**config.mk**
```make
export PLATFORM = sky130hd
export DESIGN_NAME = decode
export DESIGN_NICKNAME = d
export VERILOG_FILES = /design/src/rtl/decode_pkg.sv /design/src/rtl/decode_regfile.sv /design/src/rtl/decode.sv
export SDC_FILE = /design/constraint.sdc
export NUM_CORES = 2
export LEC_CHECK = 0
export BUFFER_PORTS_ARGS = -buffer_cell sky130_fd_sc_hd__buf_4
export CORE_ASPECT_RATIO = 0.5
export CORE_MARGIN = 8
export CORE_UTILIZATION = 40
export CTS_CLUSTER_DIAMETER = 60
export CTS_CLUSTER_SIZE = 40
export DETAILED_ROUTE_END_ITERATION = 6
export PLACE_DENSITY_LB_ADDON = 0.1
export SLEW_MARGIN = 0
export SYNTH_ARGS = -nofsm -noshare
export SYNTH_HDL_FRONTEND = slang
export SYNTH_HIERARCHICAL = 1
export SYNTH_SLANG_ARGS = --single-unit
```
**constraint.sdc**
```tcl
create_clock -name clk -period 7.1 [get_ports clk]
set_input_delay 1.42 -clock clk [delete_from_list [all_inputs] [get_ports clk]]
set_output_delay 1.42 -clock clk [all_outputs]
set_load 0.01 [all_outputs]
```
**src/rtl/decode_pkg.sv**
```systemverilog
// Shared MIPS definitions: opcode/funct constants, ALU control encodings
// and the decoded-control record carried into the _ID pipeline register.
package decode_pkg;

    localparam logic [5:0] OP_RTYPE = 6'h00;
    localparam logic [5:0] OP_J     = 6'h02;
    localparam logic [5:0] OP_BEQ   = 6'h04;
    localparam logic [5:0] OP_ADDI  = 6'h08;
    localparam logic [5:0] OP_LW    = 6'h23;
    localparam logic [5:0] OP_SW    = 6'h2B;

    localparam logic [5:0] FN_ADD   = 6'h20;
    localparam logic [5:0] FN_SUB   = 6'h22;
    localparam logic [5:0] FN_AND   = 6'h24;
    localparam logic [5:0] FN_OR    = 6'h25;
    localparam logic [5:0] FN_SLT   = 6'h2A;

    typedef enum logic [2:0] {
        ALU_ADD = 3'd0,
        ALU_SUB = 3'd1,
        ALU_AND = 3'd2,
        ALU_OR  = 3'd3,
        ALU_SLT = 3'd4
    } aluCtl_t;

    typedef struct packed {
        logic       valid;
        logic       regWrite;
        logic       memRead;
        logic       memWrite;
        logic       branch;
        logic       aluSrcImm;
        aluCtl_t    aluCtl;
        logic [4:0] destReg;
    } decCtl_t;

    function automatic logic signed [31:0] signExt16(input logic [15:0] imm);
        return {{16{imm[15]}}, imm};
    endfunction

endpackage

```
**src/rtl/decode_regfile.sv**
```systemverilog
// 32x32 register file: two combinational read ports with write-through
// bypass, one synchronous write port, hard-wired zero register.
module regfile
    import decode_pkg::*;
(
    input  logic        clk,
    input  logic        rst_n,
    input  logic [4:0]  raddrA,
    output logic [31:0] rdataA,
    input  logic [4:0]  raddrB,
    output logic [31:0] rdataB,
    input  logic        we,
    input  logic [4:0]  waddr,
    input  logic [31:0] wdata
);

    logic [31:0] mem [32];

    // Synchronous write; reset clears every register, writes to $0 are dropped
    always_ff @(posedge clk) begin
        if (!rst_n) begin
            for (int i = 0; i < 32; i++) begin
                mem[i] <= '0;
            end
        end else if (we && (waddr != 5'd0)) begin
            mem[waddr] <= wdata;
        end
    end

    // Read ports: $0 is constant zero, a same-cycle write to the index bypasses the array
    always_comb begin
        rdataA = mem[raddrA];
        rdataB = mem[raddrB];
        if (we && (waddr == raddrA)) rdataA = wdata;
        if (we && (waddr == raddrB)) rdataB = wdata;
        if (raddrA == 5'd0) rdataA = '0;
        if (raddrB == 5'd0) rdataB = '0;
    end

endmodule

```
**src/rtl/decode.sv**
```systemverilog
// ID stage of the pipelined MIPS core: instruction decode, register file
// read, load-use hazard detect, branch squash and the _ID pipeline register.
module decode
    import decode_pkg::*;
(
    input  logic        clk,
    input  logic        rst_n,
    input  logic [31:0] FetchData_IF,
    input  logic        BranchTaken_EXM1,
    input  logic        RegWrite_WB,
    input  logic [4:0]  WriteReg_WB,
    input  logic [31:0] WriteData_WB,
    output logic        Jump_IDM1,
    output logic [25:0] JumpTgt_IDM1,
    output logic        AnyStall,
    output logic [31:0] RsData_ID,
    output logic [31:0] RtData_ID,
    output logic [31:0] Imm_ID,
    output logic [4:0]  Rs_ID,
    output logic [4:0]  Rt_ID,
    output logic [4:0]  DestReg_ID,
    output logic [2:0]  AluCtl_ID,
    output logic        RegWrite_ID,
    output logic        MemRead_ID,
    output logic        MemWrite_ID,
    output logic        Branch_ID,
    output logic        AluSrcImm_ID
);

    logic [5:0]  opIF;
    logic [5:0]  functIF;
    logic [4:0]  rsIF;
    logic [4:0]  rtIF;
    logic [4:0]  rdIF;
    logic [31:0] rsDataIF;
    logic [31:0] rtDataIF;
    logic        usesRtIF;
    logic        loadUseIF;
    logic        bubbleIF;
    decCtl_t     decCtl;

    assign opIF    = FetchData_IF[31:26];
    assign rsIF    = FetchData_IF[25:21];
    assign rtIF    = FetchData_IF[20:16];
    assign rdIF    = FetchData_IF[15:11];
    assign functIF = FetchData_IF[5:0];

    regfile uRegfile (
        .clk    (clk),
        .rst_n  (rst_n),
        .raddrA (rsIF),
        .rdataA (rsDataIF),
        .raddrB (rtIF),
        .rdataB (rtDataIF),
        .we     (RegWrite_WB),
        .waddr  (WriteReg_WB),
        .wdata  (WriteData_WB)
    );

    // Opcode/funct decode; anything unrecognised (including J and SLL $0) stays invalid
    always_comb begin
        decCtl = '0;
        unique case (opIF)
            OP_RTYPE: begin
                decCtl.valid    = 1'b1;
                decCtl.regWrite = 1'b1;
                decCtl.destReg  = rdIF;
                case (functIF)
                    FN_ADD:  decCtl.aluCtl = ALU_ADD;
                    FN_SUB:  decCtl.aluCtl = ALU_SUB;
                    FN_AND:  decCtl.aluCtl = ALU_AND;
                    FN_OR:   decCtl.aluCtl = ALU_OR;
                    FN_SLT:  decCtl.aluCtl = ALU_SLT;
                    default: decCtl = '0;
                endcase
            end
            OP_LW: begin
                decCtl.valid     = 1'b1;
                decCtl.regWrite  = 1'b1;
                decCtl.memRead   = 1'b1;
                decCtl.aluSrcImm = 1'b1;
                decCtl.destReg   = rtIF;
            end
            OP_SW: begin
                decCtl.valid     = 1'b1;
                decCtl.memWrite  = 1'b1;
                decCtl.aluSrcImm = 1'b1;
            end
            OP_BEQ: begin
                decCtl.valid  = 1'b1;
                decCtl.branch = 1'b1;
                decCtl.aluCtl = ALU_SUB;
            end
            OP_ADDI: begin
                decCtl.valid     = 1'b1;
                decCtl.regWrite  = 1'b1;
                decCtl.aluSrcImm = 1'b1;
                decCtl.destReg   = rtIF;
            end
            default: decCtl = '0;
        endcase
    end

    // Hazard detect and jump request: purely combinational off the IF word and current _ID state
    always_comb begin
        usesRtIF  = (opIF == OP_RTYPE) || (opIF == OP_SW) || (opIF == OP_BEQ);
        loadUseIF = MemRead_ID && (DestReg_ID != 5'd0) &&
                    ((DestReg_ID == rsIF) || ((DestReg_ID == rtIF) && usesRtIF));
        AnyStall     = rst_n && loadUseIF && !BranchTaken_EXM1;
        Jump_IDM1    = rst_n && (opIF == OP_J) && !BranchTaken_EXM1;
        JumpTgt_IDM1 = FetchData_IF[25:0];
        bubbleIF     = AnyStall || BranchTaken_EXM1 || !decCtl.valid;
    end

    // ---- IF -> ID pipeline register: bubble is the all-zero record ----
    always_ff @(posedge clk) begin
        if (!rst_n || bubbleIF) begin
            RsData_ID    <= '0;
            RtData_ID    <= '0;
            Imm_ID       <= '0;
            Rs_ID        <= '0;
            Rt_ID        <= '0;
            DestReg_ID   <= '0;
            AluCtl_ID    <= '0;
            RegWrite_ID  <= 1'b0;
            MemRead_ID   <= 1'b0;
            MemWrite_ID  <= 1'b0;
            Branch_ID    <= 1'b0;
            AluSrcImm_ID <= 1'b0;
        end else begin
            RsData_ID    <= rsDataIF;
            RtData_ID    <= rtDataIF;
            Imm_ID       <= signExt16(FetchData_IF[15:0]);
            Rs_ID        <= rsIF;
            Rt_ID        <= rtIF;
            DestReg_ID   <= decCtl.destReg;
            AluCtl_ID    <= decCtl.aluCtl;
            RegWrite_ID  <= decCtl.regWrite;
            MemRead_ID   <= decCtl.memRead;
            MemWrite_ID  <= decCtl.memWrite;
            Branch_ID    <= decCtl.branch;
            AluSrcImm_ID <= decCtl.aluSrcImm;
        end
    end

endmodule

```
==> flow_metrics.tcl <==
set metrics [dict create \
    status "complete, but fails checks" \
    violations "DRC" \
    antenna_found_initial 30 \
    detail-route-antenna-nets 0 \
    via_per_inst 6.541 \
    clk_path_buf_depth 3 \
    final_cell_mix "edfxtp_1, and2_1, mux4_2, buf_4, mux2i_1" \
    crit_family "compound AO/OA/AOI/OAI gates" \
    synth_xor_xnor_area_share_pct 0.3109 \
    fin_area_um2 65590 \
    drt_iter0_drc 5968 \
    clkPwrFrac_pct 33.8 \
    grt_pass1_wl_um 329800 \
    gr-total-overflow 0 \
    clkSinkCount 1127 \
    cts_tree "done" \
    required_ns 5.68 \
    seq_area_frac_synth_pct 55.47 \
    total_leakage_power_nw 22.72 \
    avgSynthCellArea_um2 14.49 \
    p_int_mw 10.53 \
    synth_compound_area_share_pct 6.435 \
    die_area_um2 161200 \
    rsz0062_at_grt "false" \
    synth-async-reset-ratio_pct 0 \
    holdPathStages 5 \
    dr.pass1.iters 7 \
    min_period_ns 4.939 \
    crit_buf_inv 2 \
    cap_violations 0 \
    timing.slew.headroom_pct 9.714 \
    final_core_util_pct 44.84 \
    gp_congestion 0.8493 \
    layout.cells.non_filler 6092 \
    worst_slack_ns 2.161 \
    cts_resized 0 \
    crit_cells 6 \
    hold_slack_ns 0.9705 \
    vdd_drop_max_mv 0.1952 \
    dp_hpwl_um 144600 \
    h-tree-depth 3 \
    worst_setup_path_start_kind "input pin" \
    synth_top_area_share_pct 51.99 \
    cts_setup_buffers 0 \
    area_growth_pct 10.89 \
    critPathMaxFanout 63 \
    seqPwrFrac_pct 52.9 \
    grtUsageMet3_pct 7.628 \
    wl_per_cell_um 40.14 \
    nets 4130 \
    dieWidth_um 559.8 \
    placed_area_um2 62990 \
    endpoint_kind "output pin" \
    slowest_stage "o2111a_4" \
    hp-class "reg2reg" \
    grt_usage_pct 29.46 \
    syn_area_um2 59150 \
    clock_latency_ns 0.72 \
    max_stage_delay_ns 0.67 \
    use_met2_pct 43.86 \
    layout_commonest_cell "edfxtp_1" \
    synth_seq_cells 1127 \
    report.final.hold_viol_count 0 \
    top_usage_layer "met2" \
    grt_util_met1_pct 41.56 \
    combPwrFrac_pct 13.3 \
    ctsHoldBuffers 0 \
    cp.arrival_ns 3.52 \
    core_area_um2 146300 \
    dp_cells 5953 \
    crit_type "in2out" \
    power_density_nw_per_um2 222.5 \
    tightest_slew_ns 1.349 \
    start_util_pct 40.43 \
    swShare_pct 27.85 \
    fmax_ghz 0.2025 \
    yosys.area.top_type "edfxtp_1" \
    drive_gt1_share_pct 26.30 \
    r2r_cells 5 \
    muxShareOfSynthArea_pct 19.64 \
    synth_cells 4081 \
    p_total_mw 14.60 \
    grt_pass1_vias 38341 \
    drv_slew 0 \
    skew_ns 0.04501 \
    wl_um 244500 \
    finalCritPeriodShare_pct 69.56 \
    clockRootBuffer "clkbuf_16" \
    switchingPower_mw 4.065 \
    grt_max_degree 91 \
    rows 99 \
    synth.area.top_cells "edfxtp_1, mux4_2, and2_1" \
    die_h_um 287.9 \
    synth_fa_ha_area_share_pct 0 \
    numCtsBuffers 71 \
    setup_viol 0 \
    synth_top_family_by_area "multiplexers" \
    tns_ns 0 \
    pin_count 220 \
    dpl_worst_slack_ns 2.134 \
    ys.warnings.count 6 \
    worstPathCellList "buf_8 > xor2_1 > nor4_1 > o2111a_4 > o21ba_1 > buf_4" \
    portBuffers 219 \
    synth_top_flop_cell "edfxtp_1" \
    ys_types 70 \
    vias 39847 \
    clk_pin_slew_ns 0.09 \
    synth-simple-area-share_pct 14.23 \
    drcViolationCount 2 \
    synth_edf_count 1024 \
]
-- tightest hold or removal path, cell delays in order (launching register included) --
cell	delay (ns)
edfxtp_1	0.40
mux2i_1	0.14
nand2_1	0.08
o2111ai_1	0.08
a31oi_1	0.10
nor4b_2	0.16
-- flip-flops by register name (all words and copies together) (netlist names) --
| signal | cells |
|---|---|
| DestReg_ID | 5 |
| Rt_ID | 5 |
| Imm_ID | 16 |
| AluSrcImm_ID | 1 |
| RsData_ID | 32 |
| RegWrite_ID | 1 |
| uRegfile/mem | 1024 |
| MemWrite_ID | 1 |
| MemRead_ID | 1 |
| Rs_ID | 5 |
| AluCtl_ID | 3 |
| Branch_ID | 1 |
| RtData_ID | 32 |
-- Yosys cell counts, drive strengths merged (50+ instances only) --
library cell,n
edfxtp,1024
and2,996
mux4,388
clkbuf,306
mux2i,281
buf,185
a22oi,138
dfxtp,103
nor4b,92
a21oi,81
a22o,55
nor2,50
-- worst paths after layout --
| check | startpoint | end | slack, ns |
|---|---|---|---|
| worst max-delay path | FetchData_IF[17] | AnyStall | 2.16 |
| worst min-delay path | uRegfile/mem[6][29]$_SDFFCE_PN0P_ | RtData_ID[29]$_SDFF_PP0_ | 0.97 |
| worst max register to register | DestReg_ID[1]$_SDFF_PP0_ | RtData_ID[30]$_SDFF_PP0_ | 4.22 |
| worst min register to register | uRegfile/mem[6][29]$_SDFFCE_PN0P_ | RtData_ID[29]$_SDFF_PP0_ | 0.97 |
-- power groups by stage --
stage          Combinational, mW  Clock [mW]  Sequential (mW)
6_report                    1.94        4.93             7.73
3_3_place_gp                1.89           0             7.85
5_1_grt                     1.98        5.22             7.77
2_1_floorplan               1.14           0             7.83
4_1_cts                     1.89        4.99             7.72
3_5_place_dp                1.89           0             7.88
-- metal layers --
metal	vias up	part of all wire, %
li1	15611	-
met1	20968	41
met2	2776	43
met3	486	12
met4	6	4.1
met5	-	0.014
-- layout make-up --
| cell class | count | area, µm² |
|---|---|---|
| Fill cell | 12858 | 80700 |
| Sequential cell | 1127 | 32810 |
| Multi-Input combinational cell | 2490 | 24810 |
| Timing Repair Buffer | 363 | 2889 |
| Tap cell | 1969 | 2464 |
| Clock buffer | 77 | 1894 |
| Clock inverter | 53 | 681.9 |
| Antenna cell | 9 | 22.52 |
| Inverter | 4 | 15.01 |
-- logic make-up (layout without fill, tap and decap cells) --
family                 Yosys count  count (layout)
AO/OA/AOI/OAI                  514             514
XOR/XNOR                        21              21
buffers and inverters          495             497
flip-flops                    1127            1127
multiplexers                   675             675
other                            1              41
AND/OR/NAND/NOR               1248            1248
Power figures use the tool's default switching activity.
